File: src/rtl/dmem_portb_arbiter_pkg.sv
// Shared types and default widths for the DMEM port-B arbiter slice.
package dmem_arb_pkg;

   typedef enum logic [1:0] {
      OWN_NONE = 2'd0,
      OWN_ACC  = 2'd1,
      OWN_CCD  = 2'd2
   } owner_e;

   localparam int DEF_ADDR_W = 7;
   localparam int DEF_DATA_W = 256;

endpackage

File: src/rtl/dmem_portb_arbiter_if.sv
// Bundle of accelerator, CCD and RAM port-B signals around the arbiter.
interface dmem_portb_arbiter_if
   import dmem_arb_pkg::*;
#(
   parameter int ADDR_W = DEF_ADDR_W,
   parameter int DATA_W = DEF_DATA_W
);

   logic              acc_req;
   logic [ADDR_W-1:0] acc_addr;
   logic              acc_gnt;
   logic              acc_rvalid;
   logic [DATA_W-1:0] acc_rdata;
   logic              ccd_req;
   logic [ADDR_W-1:0] ccd_addr;
   logic [DATA_W-1:0] ccd_data;
   logic              ccd_gnt;
   logic [ADDR_W-1:0] ram_addr_b;
   logic [DATA_W-1:0] ram_data_b;
   logic              ram_rden_b;
   logic              ram_wren_b;
   logic [DATA_W-1:0] ram_q_b;

   // Requesters and the RAM model sit on the master side.
   modport master (
      output acc_req, acc_addr, ccd_req, ccd_addr, ccd_data, ram_q_b,
      input  acc_gnt, acc_rvalid, acc_rdata, ccd_gnt,
      input  ram_addr_b, ram_data_b, ram_rden_b, ram_wren_b
   );

   modport slave (
      input  acc_req, acc_addr, ccd_req, ccd_addr, ccd_data, ram_q_b,
      output acc_gnt, acc_rvalid, acc_rdata, ccd_gnt,
      output ram_addr_b, ram_data_b, ram_rden_b, ram_wren_b
   );

endinterface

File: src/rtl/dmem_portb_arbiter_rd_valid_pipe.sv
// Read-valid delay line matching the port-B read latency, cleared by reset.
module rd_valid_pipe
   import dmem_arb_pkg::*;
#(
   parameter int DEPTH = 1
) (
   input  logic clk,
   input  logic clr,
   input  logic din,
   output logic dout
);

   logic [DEPTH-1:0] stage;

   always_ff @(posedge clk) begin
      if (clr) begin
         stage <= '0;
      end else begin
         stage[0] <= din;
         for (int i = 1; i < DEPTH; i++) begin
            stage[i] <= stage[i-1];
         end
      end
   end

   assign dout = stage[DEPTH-1];

endmodule

File: src/rtl/dmem_portb_arbiter.sv
// Per-cycle req/gnt arbiter for DMEM port B: accelerator reads vs CCD writes,
// with bounded bursts under contention and in-order read-data return.
module dmem_portb_arbiter
   import dmem_arb_pkg::*;
#(
   parameter int ADDR_W    = DEF_ADDR_W,
   parameter int DATA_W    = DEF_DATA_W,
   parameter int RD_LAT    = 1,
   parameter int BURST_MAX = 4
) (
   input logic             clk,
   input logic             rst,
   dmem_portb_arbiter_if.slave bus
);

   localparam int              CNT_W   = $clog2(BURST_MAX + 1);
   localparam logic [CNT_W-1:0] RUN_MAX = CNT_W'(BURST_MAX);

   owner_e            owner;
   owner_e            last;
   owner_e            grant;
   logic [CNT_W-1:0]  run_cnt;
   logic              gnt_acc;
   logic              gnt_ccd;
   logic              rd_valid;
   logic [ADDR_W-1:0] addr_mux;
   logic [DATA_W-1:0] data_mux;

   // Under contention the holder keeps the port until its run saturates;
   // from idle the side that did not win most recently goes first.
   always_comb begin
      grant = OWN_NONE;
      if (rst) begin
         grant = OWN_NONE;
      end else if (bus.acc_req && !bus.ccd_req) begin
         grant = OWN_ACC;
      end else if (!bus.acc_req && bus.ccd_req) begin
         grant = OWN_CCD;
      end else if (bus.acc_req && bus.ccd_req) begin
         if (owner == OWN_NONE) begin
            grant = (last == OWN_ACC) ? OWN_CCD : OWN_ACC;
         end else if (run_cnt < RUN_MAX) begin
            grant = owner;
         end else begin
            grant = (owner == OWN_ACC) ? OWN_CCD : OWN_ACC;
         end
      end
   end

   always_ff @(posedge clk) begin
      if (rst) begin
         owner   <= OWN_NONE;
         last    <= OWN_CCD;
         run_cnt <= '0;
      end else if (grant == OWN_NONE) begin
         owner   <= OWN_NONE;
         run_cnt <= '0;
      end else if (grant == owner) begin
         if (run_cnt != RUN_MAX) begin
            run_cnt <= run_cnt + 1'b1;
         end
      end else begin
         owner   <= grant;
         last    <= grant;
         run_cnt <= CNT_W'(1);
      end
   end

   assign gnt_acc  = (grant == OWN_ACC);
   assign gnt_ccd  = (grant == OWN_CCD);
   assign addr_mux = gnt_acc ? bus.acc_addr : (gnt_ccd ? bus.ccd_addr : '0);
   assign data_mux = gnt_ccd ? bus.ccd_data : '0;

   assign bus.acc_gnt    = gnt_acc;
   assign bus.ccd_gnt    = gnt_ccd;
   assign bus.ram_addr_b = addr_mux;
   assign bus.ram_data_b = data_mux;
   assign bus.ram_rden_b = gnt_acc;
   assign bus.ram_wren_b = gnt_ccd;

   rd_valid_pipe #(
      .DEPTH (RD_LAT)
   ) u_rd_valid_pipe (
      .clk  (clk),
      .clr  (rst),
      .din  (gnt_acc),
      .dout (rd_valid)
   );

   // Masking with rst keeps a read that was in flight across reset silent.
   assign bus.acc_rvalid = rd_valid & ~rst;
   assign bus.acc_rdata  = bus.acc_rvalid ? bus.ram_q_b : '0;

endmodule

File: src/flat_wrapper.sv
// flat-port wrapper written by rule: the top's interface ports become plain ports
module dmem_portb_arbiter_flat import dmem_arb_pkg::*;
#(
   parameter int ADDR_W    = DEF_ADDR_W,
   parameter int DATA_W    = DEF_DATA_W,
   parameter int RD_LAT    = 1,
   parameter int BURST_MAX = 4
)
  (clk, rst, bus_acc_req, bus_acc_addr, bus_ccd_req, bus_ccd_addr, bus_ccd_data, bus_ram_q_b, bus_acc_gnt, bus_acc_rvalid, bus_acc_rdata, bus_ccd_gnt, bus_ram_addr_b, bus_ram_data_b, bus_ram_rden_b, bus_ram_wren_b);
  dmem_portb_arbiter_if #(.ADDR_W(ADDR_W), .DATA_W(DATA_W)) bus_i ();
  input logic clk;
  input logic rst;
  input wire logic [$bits(bus_i.acc_req)-1:0] bus_acc_req;
  input wire logic [$bits(bus_i.acc_addr)-1:0] bus_acc_addr;
  input wire logic [$bits(bus_i.ccd_req)-1:0] bus_ccd_req;
  input wire logic [$bits(bus_i.ccd_addr)-1:0] bus_ccd_addr;
  input wire logic [$bits(bus_i.ccd_data)-1:0] bus_ccd_data;
  input wire logic [$bits(bus_i.ram_q_b)-1:0] bus_ram_q_b;
  output wire logic [$bits(bus_i.acc_gnt)-1:0] bus_acc_gnt;
  output wire logic [$bits(bus_i.acc_rvalid)-1:0] bus_acc_rvalid;
  output wire logic [$bits(bus_i.acc_rdata)-1:0] bus_acc_rdata;
  output wire logic [$bits(bus_i.ccd_gnt)-1:0] bus_ccd_gnt;
  output wire logic [$bits(bus_i.ram_addr_b)-1:0] bus_ram_addr_b;
  output wire logic [$bits(bus_i.ram_data_b)-1:0] bus_ram_data_b;
  output wire logic [$bits(bus_i.ram_rden_b)-1:0] bus_ram_rden_b;
  output wire logic [$bits(bus_i.ram_wren_b)-1:0] bus_ram_wren_b;
  assign bus_i.acc_req = bus_acc_req;
  assign bus_i.acc_addr = bus_acc_addr;
  assign bus_i.ccd_req = bus_ccd_req;
  assign bus_i.ccd_addr = bus_ccd_addr;
  assign bus_i.ccd_data = bus_ccd_data;
  assign bus_i.ram_q_b = bus_ram_q_b;
  assign bus_acc_gnt = bus_i.acc_gnt;
  assign bus_acc_rvalid = bus_i.acc_rvalid;
  assign bus_acc_rdata = bus_i.acc_rdata;
  assign bus_ccd_gnt = bus_i.ccd_gnt;
  assign bus_ram_addr_b = bus_i.ram_addr_b;
  assign bus_ram_data_b = bus_i.ram_data_b;
  assign bus_ram_rden_b = bus_i.ram_rden_b;
  assign bus_ram_wren_b = bus_i.ram_wren_b;
  dmem_portb_arbiter #(.ADDR_W(ADDR_W), .DATA_W(DATA_W), .RD_LAT(RD_LAT), .BURST_MAX(BURST_MAX)) u_core (.clk(clk), .rst(rst), .bus(bus_i));
endmodule
File: config.mk
export PLATFORM = sky130hd
export DESIGN_NAME = dmem_portb_arbiter_flat
export DESIGN_NICKNAME = d
export VERILOG_FILES = /design/src/rtl/dmem_portb_arbiter_pkg.sv /design/src/rtl/dmem_portb_arbiter_if.sv /design/src/rtl/dmem_portb_arbiter_rd_valid_pipe.sv /design/src/rtl/dmem_portb_arbiter.sv /design/src/flat_wrapper.sv
export SDC_FILE = /design/constraint.sdc
export NUM_CORES = 1
export LEC_CHECK = 0
export ABC_CLOCK_PERIOD_IN_PS = 1900
export BUFFER_PORTS_ARGS = -buffer_cell sky130_fd_sc_hd__buf_2
export CAP_MARGIN = 10
export CORE_AREA = 2 2 416 418
export DETAILED_ROUTE_END_ITERATION = 10
export DIE_AREA = 0 0 418 420
export PLACE_DENSITY_LB_ADDON = 0.15
export SLEW_MARGIN = 0
export SYNTH_ARGS = -nofsm -noshare
export SYNTH_HDL_FRONTEND = slang
export SYNTH_HIERARCHICAL = 1
export SYNTH_SLANG_ARGS = --single-unit
File: constraint.sdc
create_clock -name clk -period 1.9 [get_ports clk]
set_input_delay 0.19 -clock clk [delete_from_list [all_inputs] [get_ports clk]]
set_output_delay 0.19 -clock clk [all_outputs]
set_load 0.01 [all_outputs]
# Word-level counts from Yosys, hierarchy flattened
# Cells that the tools add are included.
[totals] memories=0 ramBits=0 romBits=0 register_bits=8 latchBits=0 inputBits=530
[op_classes] n_lt_le_gt_ge=1 mul=0 div=0 n_addsub=1 n_mux=14 n_shift=0 bitwise_logic=4 reduce_logical=10 n_eq_ne=7
[op_table] cell="two-way mux 256 bit" count=2
[op_table] cell="two-way mux 2 bit" count=8
[op_table] cell="two-way mux 7 bit" count=2
[op_table] cell="equality test 2 x 1 -> 1 bit, second input constant" count=3
[op_table] cell="logical NOT 2 bit" count=2
[op_table] cell="adder 3 x 1 -> 3 bit, second input constant" count=1
[op_table] cell="logical AND 1 bit" count=3
[op_table] cell="< comparator 3 bit, second input constant" count=1
[op_table] cell="inequality test 3 bit, second input constant" count=1
[op_table] cell="NOT 1 bit" count=3
[op_table] cell="OR reduction 3 bit" count=1
[op_table] cell="equality test 2 bit" count=1
[op_table] cell="equality test 2 bit, second input constant" count=1
[op_table] cell="logical NOT 1 bit" count=2
[op_table] cell="two-way mux 1 bit" count=2
[op_table] cell="inequality test 2 bit, second input constant" count=1
[op_table] cell="AND reduction 2 bit" count=1
[op_table] cell="OR reduction 2 bit" count=1
[op_table] cell="bitwise AND 1 bit" count=1

# Logic depth before layout (Yosys ltp)
[logic_depth] ltp_word=11 mapped_depth=8 mapped_depth_nobuf=6

# Cells and area by module
# Netlist, hierarchy kept.
[modules_own_cells] mod="dmem_portb_arbiter" seq_area_each_um2=140.1 area_per_inst_um2=4171.5 n_inst=1 cells_each=654
[modules_own_cells] mod="rd_valid_pipe" seq_area_each_um2=20.0 area_per_inst_um2=33.8 n_inst=1 cells_each=2

# Least setup slack after synthesis
# OpenSTA, ideal clock, no wires.
[synth_path] path_kind="register to output" from="register u_core.owner[1]" to="output port bus_ram_addr_b[0]" slack_ns=0.286 path_stages_with_launch=6 arrival_ns=1.424 cell_sequence="dfxtp_1 buf_2 nand3b_1 nand3_1 a21oi_2 a22o_1"
[synth_lines] item="from (decl)" line_no="dmem_portb_arbiter.sv:19" text="owner_e owner;"
[synth_lines] item="from (signal assigned)" line_no="dmem_portb_arbiter.sv:63" text="owner <= grant;"
[synth_lines] item="equality test 2 x 1 -> 1 bit" line_no="dmem_portb_arbiter.sv:45" text="grant = (owner == OWN_ACC) ? OWN_CCD : OWN_ACC;"
[synth_lines] item="two-way mux 2 bit" line_no="dmem_portb_arbiter.sv:45"
[synth_lines] item="two-way mux 2 bit" line_no="dmem_portb_arbiter.sv:42" text="end else if (run_cnt < RUN_MAX) begin"
[synth_lines] item="two-way mux 2 bit *" line_no="dmem_portb_arbiter.sv:40" text="if (owner == OWN_NONE) begin"
[synth_lines] item="two-way mux 2 bit *" line_no="dmem_portb_arbiter.sv:39" text="end else if (bus.acc_req && bus.ccd_req) begin"
[synth_lines] item="two-way mux 2 bit *" line_no="dmem_portb_arbiter.sv:37" text="end else if (!bus.acc_req && bus.ccd_req) begin"
[synth_lines] item="two-way mux 2 bit *" line_no="dmem_portb_arbiter.sv:35" text="end else if (bus.acc_req && !bus.ccd_req) begin"
[synth_lines] item="two-way mux 2 bit *" line_no="dmem_portb_arbiter.sv:33" text="if (rst) begin"
[synth_lines] item="equality test 2 x 1 -> 1 bit *" line_no="dmem_portb_arbiter.sv:69" text="assign gnt_acc = (grant == OWN_ACC);"
[synth_lines] item="via bus_acc_gnt" line_no="flat_wrapper.sv:19" text="output wire logic [$bits(bus_i.acc_gnt)-1:0] bus_acc_gnt;"
[synth_lines] item="two-way mux 7 bit *" line_no="dmem_portb_arbiter.sv:71" text="assign addr_mux = gnt_acc ? bus.acc_addr : (gnt_ccd ? bus.ccd_addr : '0);"
[synth_lines] item="to (decl)" line_no="flat_wrapper.sv:23" text="output wire logic [$bits(bus_i.ram_addr_b)-1:0] bus_ram_addr_b;"
# The timed path passes the listed nets; every way through them passes the cells marked *.

# Worst setup path after layout
[layout_path] from="register u_core.last[1]" to="output port bus_ram_data_b[77]"
[layout_between] elab_chain_len=9
[layout_lines] item="from (decl)" line_no="dmem_portb_arbiter.sv:20" text="owner_e last;"
[layout_lines] item="from (signal assigned)" line_no="dmem_portb_arbiter.sv:64" text="last <= grant;"
[layout_lines] item="equality test 2 x 1 -> 1 bit" line_no="dmem_portb_arbiter.sv:41" text="grant = (last == OWN_ACC) ? OWN_CCD : OWN_ACC;"
[layout_lines] item="two-way mux 2 bit" line_no="dmem_portb_arbiter.sv:41"
[layout_lines] item="two-way mux 2 bit" line_no="dmem_portb_arbiter.sv:40"
[layout_lines] item="two-way mux 2 bit" line_no="dmem_portb_arbiter.sv:39"
[layout_lines] item="two-way mux 2 bit" line_no="dmem_portb_arbiter.sv:37"
[layout_lines] item="two-way mux 2 bit" line_no="dmem_portb_arbiter.sv:35"
[layout_lines] item="two-way mux 2 bit" line_no="dmem_portb_arbiter.sv:33"
[layout_lines] item="equality test 2 bit" line_no="dmem_portb_arbiter.sv:70" text="assign gnt_ccd = (grant == OWN_CCD);"
[layout_lines] item="two-way mux 256 bit" line_no="dmem_portb_arbiter.sv:72" text="assign data_mux = gnt_ccd ? bus.ccd_data : '0;"
[layout_lines] item="to (decl)" line_no="flat_wrapper.sv:24" text="output wire logic [$bits(bus_i.ram_data_b)-1:0] bus_ram_data_b;"
# No other way between the ends.

==> results.sh <==
export IMPL_status="complete, but fails checks"
export IMPL_violations="negative setup slack"
export IMPL_ios=1054
export IMPL_worstPathRequired_ps=1710
export IMPL_numPortBuffers=1053
export IMPL_routed_wl_mm=106
export IMPL_mostFrequentLayoutCells="981 x buf_2, 460 x and2_1, 72 x buf_6"
export IMPL_yosys_warnings=6
export IMPL_path_delay_family="buffers and inverters"
export IMPL_min_path_cells=2
export IMPL_vias=9577
export IMPL_place_congestion=1.17
export IMPL_period_share=1.15
export IMPL_clk_pin_slew_ps=30
export IMPL_grt_ovfl_total=0
export IMPL_clk_latency_ps=230
export IMPL_crit_path_max_fanout=12
export IMPL_wl_per_cell_um=26.6
export IMPL_hold_violations=0
export IMPL_ys_seq_elements=8
export IMPL_nFillCells=20275
export IMPL_synthArstFlopShare=0
export IMPL_ant_nets=0
export IMPL_syn_cell_area_um2=4210
export IMPL_die_area_um2=176000
export IMPL_tightest_slew_ps=352
export IMPL_avgSynthCellArea_um2=6.41
export IMPL_crit_chain="and2b_2 > o21ai_4 > o221ai_4 > buf_12 > buf_12 > bufbuf_16 > and2_1 > buf_2"
export IMPL_period_needed_ps=2180
export IMPL_num_rows=152
export IMPL_core_area_um2=171000
export IMPL_cts_buffers=3
export IMPL_placedCellCount=3926
export IMPL_synth_fp_nets=1188
export IMPL_hold_path_class="in2reg"
export IMPL_drc=0
export IMPL_yosysUniqueCellTypes=40
export IMPL_synthCells=656
export IMPL_ir_worst_vdd_mv=0.248
export IMPL_whs_endpoint="u_core/owner[0]"
export IMPL_layout_nets=2242
export IMPL_regArea_um2=161
export IMPL_crit_slowest_cell="dfxtp_2"
export IMPL_htreeDepth=1
export IMPL_dp_slack_ps=-154
export IMPL_fmax_mhz=459
export IMPL_antenna_found_initial=204
export IMPL_ys_seq_area_frac=0.0381
export IMPL_clkSinkCount=8
export IMPL_reg2reg_from="u_core/owner[0]"
export IMPL_max_cap_violations=0
export IMPL_clockBufferDepth=2
export IMPL_path_class="reg2out"
export IMPL_cts_root_buf="clkbuf_16"
export IMPL_setup_violations=267
export IMPL_grt_pass1_wl_mm=123
export IMPL_grt_pass1_vias=8504
export IMPL_rrSetupSlack_ps=360
export IMPL_hold_buffers=0
export IMPL_worst_path_largest_cell_delay_ps=320
export IMPL_synth_ff_type="dfxtp_1"
export IMPL_synth_edf_count=0
export IMPL_dpl_hpwl_mm=99.6
export IMPL_clock_skew_ps=4.76
export IMPL_start_util=0.0246
export IMPL_multi_input_area_um2=3820
export IMPL_grt_max_degree=49
export IMPL_worstRegToRegCells=5
export IMPL_power_density_nw_per_um2=191
export IMPL_drtIter0Drc=473
export IMPL_die_width_um=418
export IMPL_placed_area_um2=12500
export IMPL_fin_ws_ps=-279
export IMPL_reg2reg_to="u_core/u_rd_valid_pipe/dout"
export IMPL_routed_via_density=2.41
export IMPL_path_buf_inv=4
export IMPL_cts_tree="yes"
export IMPL_path_common_cell="buf_12"
export IMPL_startpoint_type="register"
export IMPL_drtPass1Iterations=8
export IMPL_relSlewSlack=0.765
export IMPL_area_growth_pct=223
export IMPL_rsz0062_at_grt="true"
export IMPL_worstPathArrival_ps=1990
export IMPL_hold_start="bus_ccd_req"
export IMPL_maxSlewViolCount=0
export IMPL_layout_commonest_cell="buf_2"
export IMPL_final_cell_area_um2=13600
export IMPL_p_leak_nw=7.28
export IMPL_grt_usage=0.113
export IMPL_die_h_um=420
export IMPL_fin_cells=3979
export IMPL_drive_gt1_frac=0.690
export IMPL_critical_path_endpoint_type="output pin"
export IMPL_final_util=0.0794
area by class of cell:
type	instances	area share
clock buffer	3	0.00553
antenna	38	0.00701
timing repair buffer	1115	0.486
tap	2233	0.206
multi-input combinational	576	0.282
sequential	8	0.0119
inverter	6	0.00166
cell usage after synthesis (all sizes together), types with 2 or more instances:
| library cell | n | area share |
|---|---|---|
| ha | 2 | 0.0059 |
| o221ai | 2 | 0.0057 |
| buf | 19 | 0.042 |
| a22o | 7 | 0.015 |
| and2 | 512 | 0.76 |
| nand3b | 2 | 0.0036 |
| nand3 | 4 | 0.0048 |
| nor2 | 3 | 0.0027 |
| nand2b | 6 | 0.0089 |
| a21oi | 7 | 0.0092 |
| nand2 | 2 | 0.0018 |
| nor2b | 2 | 0.0048 |
| dfxtp | 8 | 0.038 |
| inv | 6 | 0.0054 |
| mux2i | 3 | 0.0071 |
| o21ai | 6 | 0.0080 |
| nor3 | 4 | 0.0048 |
| clkbuf | 47 | 0.044 |
layer usage:
metal | share of wire | GRT usage | vias to the layer above
met1 | 0.40 | 0.134 | 4380
met5 | 0.0069 | 0 | -
met2 | 0.47 | 0.186 | 736
met4 | 0.011 | 0.00434 | 106
li1 | - | - | 4145
met3 | 0.11 | 0.0617 | 210
sequential cells by signal (all words and copies together), names as in the netlist:
register                     flops
u_core/run_cnt                   3
u_core/last                      2
u_core/owner                     2
u_core/u_rd_valid_pipe/dout      1
what timing repair did:
| item | in CTS | in global routing |
|---|---|---|
| gates cloned | 5 | 1 |
| buffers inserted | 5 | 4 |
| endpoints found under the setup margin | 266 | 305 |
| pin swaps | 25 | 2 |
| resized for setup | 178 | 4 |
kinds of logic after synthesis:
| logic type | share of synthesized area |
|---|---|
| and+or+nand+nor | 0.802 |
| buffers and inverters | 0.0907 |
| AOI/OAI and AO/OA | 0.0542 |
| DFF | 0.0381 |
| muxes | 0.00714 |
| adders and majority gates | 0.00595 |
| xor gates and xnor gates | 0.00208 |
power breakdown:
group          switching (mW)  internal [mW]  total (mW)
logic                    1.01           1.04        2.05
clock network          0.0802          0.271       0.351
registers             0.00768          0.179       0.187
total                    1.10           1.49        2.59
metrics by stage:
| stage | hold slack, ps | total power, mW | TNS [ps] |
|---|---|---|---|
| after floorplan | 254 | 0.778 | 0 |
| after global placement | 505 | 2.07 | -1150 |
| after detailed placement | 493 | 2.06 | -1160 |
| after CTS | 255 | 2.65 | -48250 |
| after global routing | 276 | 2.77 | -62100 |
| final | 257 | 2.59 | -47120 |
worst max-delay path by stage:
stage	start	to	slack [ps]	depth (start not counted)
after global placement	rst	bus_ram_data_b[250]	-170	8
after floorplan	u_core/owner[1]	bus_ram_addr_b[0]	290	5
after global routing	u_core/last[1]	bus_ram_data_b[239]	-340	9
final	u_core/last[1]	bus_ram_data_b[77]	-280	8
after detailed placement	u_core/last[1]	bus_ram_data_b[250]	-150	7
after CTS	u_core/last[1]	bus_ram_data_b[30]	-280	7
worst register-to-register path, delay by kind of cell (launching register included):
family                 cells  cell delay (ps)
AND/OR/NAND/NOR            3              790
flip-flops                 1              370
AO/OA/AOI/OAI              1              120
buffers and inverters      1              160
No activity file was read; power rests on OpenSTA's default activity.
